===== config.mk =====
export PLATFORM = sky130hd
export DESIGN_NAME = lc3_reg_file
export DESIGN_NICKNAME = d
export VERILOG_FILES = /design/src/rtl/lc3_reg_file.sv
export SDC_FILE = /design/constraint.sdc
export NUM_CORES = 1
export LEC_CHECK = 0
export ABC_AREA = 1
export CORE_MARGIN = 2
export CORE_UTILIZATION = 25
export CTS_BUF_LIST = sky130_fd_sc_hd__clkbuf_2
export CTS_CLUSTER_DIAMETER = 150
export DETAILED_ROUTE_END_ITERATION = 12
export GPL_TIMING_DRIVEN = 1
export SLEW_MARGIN = 15
export SYNTH_ARGS = -nofsm -noshare
export SYNTH_HDL_FRONTEND = slang
export SYNTH_SLANG_ARGS = --single-unit

===== constraint.sdc =====
create_clock -name CLK -period 1.22 [get_ports CLK]
set_clock_uncertainty 0.15 [all_clocks]
set_input_delay 0.244 -clock CLK [delete_from_list [all_inputs] [get_ports CLK]]
set_output_delay 0.244 -clock CLK [all_outputs]
set_load 0.05 [all_outputs]

===== src/rtl/lc3_reg_file.sv =====
// lc3_reg_file: eight-entry, 16-bit LC-3 general-purpose register file.
// It generates the NZP condition codes from write-back data and keeps a
// one-bit-per-register busy scoreboard. Decode uses the combinational STALL
// to hold while a source register still has a write pending.
//
// Handshake: there is no valid/ready pair. WR_EN and RSV_EN are single-cycle
// strobes sampled on the rising edge of CLK, and each is always accepted.
// STALL is advisory to decode: it is asserted while a selected source is busy
// and does not back-pressure either strobe.
module lc3_reg_file #(
  parameter int WIDTH = 16,
  parameter int NREG  = 8
) (
  input  logic             CLK,
  input  logic             RST_N,
  input  logic             WR_EN,
  input  logic [2:0]       WR_SEL,
  input  logic [WIDTH-1:0] WR_DATA,
  input  logic             LD_CC,
  input  logic             RSV_EN,
  input  logic [2:0]       RSV_SEL,
  input  logic [2:0]       SR1_SEL,
  input  logic [2:0]       SR2_SEL,
  input  logic             SR2_USED,
  output logic [WIDTH-1:0] R0,
  output logic [WIDTH-1:0] R1,
  output logic [WIDTH-1:0] R2,
  output logic [WIDTH-1:0] R3,
  output logic [WIDTH-1:0] R4,
  output logic [WIDTH-1:0] R5,
  output logic [WIDTH-1:0] R6,
  output logic [WIDTH-1:0] R7,
  output logic             CC_N,
  output logic             CC_Z,
  output logic             CC_P,
  output logic [NREG-1:0]  BUSY,
  output logic             STALL,
  output logic             RSV_ERR
);

  logic [WIDTH-1:0] regs [NREG];
  logic             wr_neg;
  logic             wr_zero;
  logic [NREG-1:0]  busy_next;
  logic             rsv_err_next;

  // Register storage. Reads are not bypassed, so a value written on an edge
  // becomes visible only after that edge.
  always_ff @(posedge CLK or negedge RST_N) begin
    if (!RST_N) begin
      for (int i = 0; i < NREG; i++) regs[i] <= '0;
    end else if (WR_EN) begin
      regs[WR_SEL] <= WR_DATA;
    end
  end

  // Sign and zero detection on the write-back data feed the NZP codes.
  always_comb begin
    wr_neg  = WR_DATA[WIDTH-1];
    wr_zero = (WR_DATA == '0);
  end

  // Condition codes follow a qualified write. They reset to Z, so exactly one
  // of N, Z and P is set at all times.
  always_ff @(posedge CLK or negedge RST_N) begin
    if (!RST_N) begin
      CC_N <= 1'b0;
      CC_Z <= 1'b1;
      CC_P <= 1'b0;
    end else if (WR_EN && LD_CC) begin
      CC_N <= wr_neg;
      CC_Z <= wr_zero;
      CC_P <= ~wr_neg & ~wr_zero;
    end
  end

  // Next scoreboard value. A write clears its bit, then a reserve sets its
  // bit. The reserve is applied last so that it wins when both name the same
  // register, which leaves a new pending write.
  always_comb begin
    busy_next = BUSY;
    if (WR_EN)  busy_next[WR_SEL]  = 1'b0;
    if (RSV_EN) busy_next[RSV_SEL] = 1'b1;
  end

  // A double reservation is a reserve on a busy register with no same-edge
  // write to that register. The one-bit scoreboard loses the extra reserve,
  // so it is flagged instead.
  always_comb begin
    rsv_err_next = RSV_EN && BUSY[RSV_SEL] && !(WR_EN && (WR_SEL == RSV_SEL));
  end

  // Scoreboard and error-pulse registers. RSV_ERR is recomputed on every edge,
  // so each offence gives one pulse and back-to-back offences give
  // consecutive pulses.
  always_ff @(posedge CLK or negedge RST_N) begin
    if (!RST_N) begin
      BUSY    <= '0;
      RSV_ERR <= 1'b0;
    end else begin
      BUSY    <= busy_next;
      RSV_ERR <= rsv_err_next;
    end
  end

  // Stall decode while any operand it uses is still awaiting write-back.
  // There is no forwarding, so a same-cycle WR_EN does not clear the stall.
  always_comb begin
    STALL = BUSY[SR1_SEL] | (SR2_USED & BUSY[SR2_SEL]);
  end

  // Register contents drive the operand mux inputs D_IN0..D_IN7.
  always_comb begin
    R0 = regs[0];
    R1 = regs[1];
    R2 = regs[2];
    R3 = regs[3];
    R4 = regs[4];
    R5 = regs[5];
    R6 = regs[6];
    R7 = regs[7];
  end

endmodule

==> results.sh <==
export IMPL_outcome="complete, but fails checks"
export IMPL_violations="setup timing"
export IMPL_synth_area_mm2=0.00554
export IMPL_cp_cell_sequence="nand2_1 -> nand3_2 -> nand3_2 -> and2_4 -> nand2_4 -> buf_12"
export IMPL_setup_worst_path_class="reg -> out"
export IMPL_ys_seq_elements=140
export IMPL_grt_max_degree=34
export IMPL_cts_root_buf="clkbuf_2"
export IMPL_grt_pass1_wl_um=28500
export IMPL_relSlewSlack_pct=73.0
export IMPL_cts_tree="yes"
export IMPL_whs_path_depth=4
export IMPL_cp_slowest_stage_delay_ns=0.49
export IMPL_min_period_ns=2.13
export IMPL_drt_wl_total_um=18100
export IMPL_dr_pass1_iters=4
export IMPL_core_area_mm2=0.0218
export IMPL_ant_nets=0
export IMPL_drv_cap=0
export IMPL_rows=54
export IMPL_fin_cells=1113
export IMPL_route_detailed_wl_per_inst_um=16.3
export IMPL_cts_buffers=17
export IMPL_finalHoldViolCount=0
export IMPL_synthesis_nets=601
export IMPL_critPathMaxFanout=4
export IMPL_viasPerCell=4.35
export IMPL_floorplan_initialDensity_pct=25.5
export IMPL_utilization_pct=45.6
export IMPL_finalPower_mw=18.0
export IMPL_die_y_um=153
export IMPL_io_pins=175
export IMPL_startpoint="BUSY[0]$_DFF_PN0_"
export IMPL_postSynthAreaPerCell_um2=9.77
export IMPL_grt_ovfl_total=0
export IMPL_grt_usage_pct=15.8
export IMPL_hp_class="in -> reg"
export IMPL_cp_required_ns=0.83
export IMPL_fin_crit_sh_pct=175
export IMPL_cp_common_cell="nand3_2"
export IMPL_cpMaxStageDelayCell="dfrtp_2"
export IMPL_endpoint="STALL"
export IMPL_rsz0062_at_grt="true"
export IMPL_synth_cells=567
export IMPL_final_setup_tns_ns=-66.23
export IMPL_whs_ns=0.137
export IMPL_dp_hpwl_um=13500
export IMPL_routabilityCongestion=0.884
export IMPL_placed_area_mm2=0.00945
export IMPL_numPortBuffers=174
export IMPL_rrSetupSlack_ns=-0.05
export IMPL_ys_warn_count=0
export IMPL_die_x_um=153
export IMPL_clkSinkCount=140
export IMPL_diodes=0
export IMPL_grt_antenna_before_repair=0
export IMPL_syn2layout_area_growth_pct=79.2
export IMPL_r2r_cells=7
export IMPL_ir_worst_vdd_mv=1.26
export IMPL_cts_path_max_buffers=2
export IMPL_remaining_drc_errors=0
export IMPL_num_vias=4837
export IMPL_place_ws_ns=-0.649
export IMPL_reg2reg_to="RSV_ERR$_DFF_PN0_"
export IMPL_end_kind="primary output"
export IMPL_ys_seq_area_share_pct=63.3
export IMPL_setup_viol=145
export IMPL_layout_nets=854
export IMPL_drtIter0Drc=209
export IMPL_crit_arrival_ns=1.74
export IMPL_dieArea_mm2=0.0234
export IMPL_tightest_slew_ns=0.405
export IMPL_grt_pass1_vias=4931
export IMPL_htreeDepth=4
export IMPL_startpoint_type="flop"
export IMPL_p_leak_nw=4.66
export IMPL_power_density_mw_per_mm2=1810
export IMPL_fin_ws_ns=-0.911
export IMPL_rr_startpoint="BUSY[3]$_DFF_PN0_"
export IMPL_place_inst=1057
export IMPL_clk_pin_slew_ns=0.23
export IMPL_maxSlewViolCount=0
export IMPL_synthDistinctLibCells=24
export IMPL_fmax_mhz=469
export IMPL_clk_latency_ns=0.65
export IMPL_fin_area_mm2=0.00992
export IMPL_drive_gt1_share_pct=36.4
-- cell usage in the layout, fill, tap and decap left out --
cell type	Yosys	layout
o211ai_1	3	3
inv_1	39	32
o22ai_1	6	6
a21oi_2	2	3
and2_4	0	1
bufinv_16	0	1
dfrtp_1	139	131
inv_6	0	6
nand3_2	0	3
inv_2	4	11
nand4_1	4	4
clkinvlp_4	0	5
dfstp_2	1	1
o21ai_1	65	66
a21oi_1	15	14
dfrtp_2	0	8
nand3_1	16	13
o21ai_0	35	34
nand2_2	2	4
clkdlybuf4s50_1	0	32
buf_6	14	11
clkinv_4	0	1
clkbuf_8	0	1
buf_12	0	152
clkbuf_2	0	17
nand2_4	0	1
buf_4	2	59
nand2_1	160	157
nand3b_1	1	1
clkinv_1	0	2
nor2_2	2	2
o21ai_2	15	15
nor2_4	1	1
nor2_1	31	31
dlygate4sd3_1	0	4
-- timing repair --
item	in CTS	in global routing
hold buffers	4	0
gates resized for setup	8	14
endpoints found under the hold margin	143	0
setup endpoints to repair	142	143
setup buffers	18	8
pin swaps	7	6
cloned	0	0
-- area by class of cell --
type                    instances  area (um^2)
flip-flops and latches        140         3510
clock inverters                15          136
clock buffers                  17         85.1
repair buffers                259         3980
well taps                     280          350
multi-input cells             359         1690
inverters                      43          161
fillers                      2018        11800
-- synthesized netlist by cell type --
| library cell | instances | area (um^2) |
|---|---|---|
| nand2_1 | 160 | 601 |
| dfrtp_1 | 139 | 3480 |
| o21ai_1 | 65 | 325 |
| inv_1 | 39 | 146 |
| o21ai_0 | 35 | 175 |
| nor2_1 | 31 | 116 |
| nand3_1 | 16 | 80.1 |
| a21oi_1 | 15 | 75.1 |
| o21ai_2 | 15 | 131 |
| buf_6 | 14 | 158 |
| buf_2 | 7 | 35.0 |
| o22ai_1 | 6 | 37.5 |
| inv_2 | 4 | 15.0 |
| nand4_1 | 4 | 25.0 |
| o211ai_1 | 3 | 22.5 |
| a21oi_2 | 2 | 17.5 |
| buf_4 | 2 | 15.0 |
| clkbuf_1 | 2 | 7.51 |
| nand2_2 | 2 | 12.5 |
| nor2_2 | 2 | 12.5 |
| and2_1 | 1 | 6.26 |
| dfstp_2 | 1 | 26.3 |
| nand3b_1 | 1 | 7.51 |
| nor2_4 | 1 | 11.3 |
-- state kept, by name, summed over array words and instances, names as in the netlist --
name / count
R2: 16
R6: 16
R7: 16
R4: 16
R5: 16
BUSY: 8
CC_P: 1
R0: 16
R1: 16
R3: 16
CC_Z: 1
RSV_ERR: 1
CC_N: 1
-- layer usage --
layer | part of all wire, % | global-route usage, %
met5 | 0 | 0
met3 | 8.7 | 6.29
met4 | 0.65 | 2.69
met2 | 50 | 26.4
met1 | 40 | 19.6
-- worst max-delay path: cells and delay by family (launching register included) --
kind / cells / cell delay (ns)
buf+inv: 1 / 0.14
simple gates: 5 / 0.46
flops: 1 / 0.49
-- cell families (layout without fill, tap and decap cells) --
kind of cell	after synthesis	count (layout)	share of synthesized area (%)
compound gates	141	141	14.2
flops	140	140	63.3
buf+inv	68	334	6.80
simple gates	218	218	15.7
-- power by group --
part	total [mW]	switching (mW)	leakage (nW)	internal, mW
logic	8.90	4.60	2.83	4.30
registers	6.51	1.00	1.72	5.51
clock network	2.59	1.83	0.120	0.757
-- worst min path at each step --
stage                            from                  to  slack, ns
final                     WR_DATA[10]  R3[10]$_DFFE_PN0P_       0.14
after global routing      WR_DATA[13]  R7[13]$_DFFE_PN0P_       0.03
after CTS                  WR_DATA[7]   R5[7]$_DFFE_PN0P_       0.03
after detailed placement        RST_N   R0[1]$_DFFE_PN0P_      0.009
after global placement          RST_N   R0[1]$_DFFE_PN0P_       0.01
after floorplan                 RST_N   BUSY[0]$_DFF_PN0_      -0.20
Note: power is estimated with default switching activity, not from simulation.
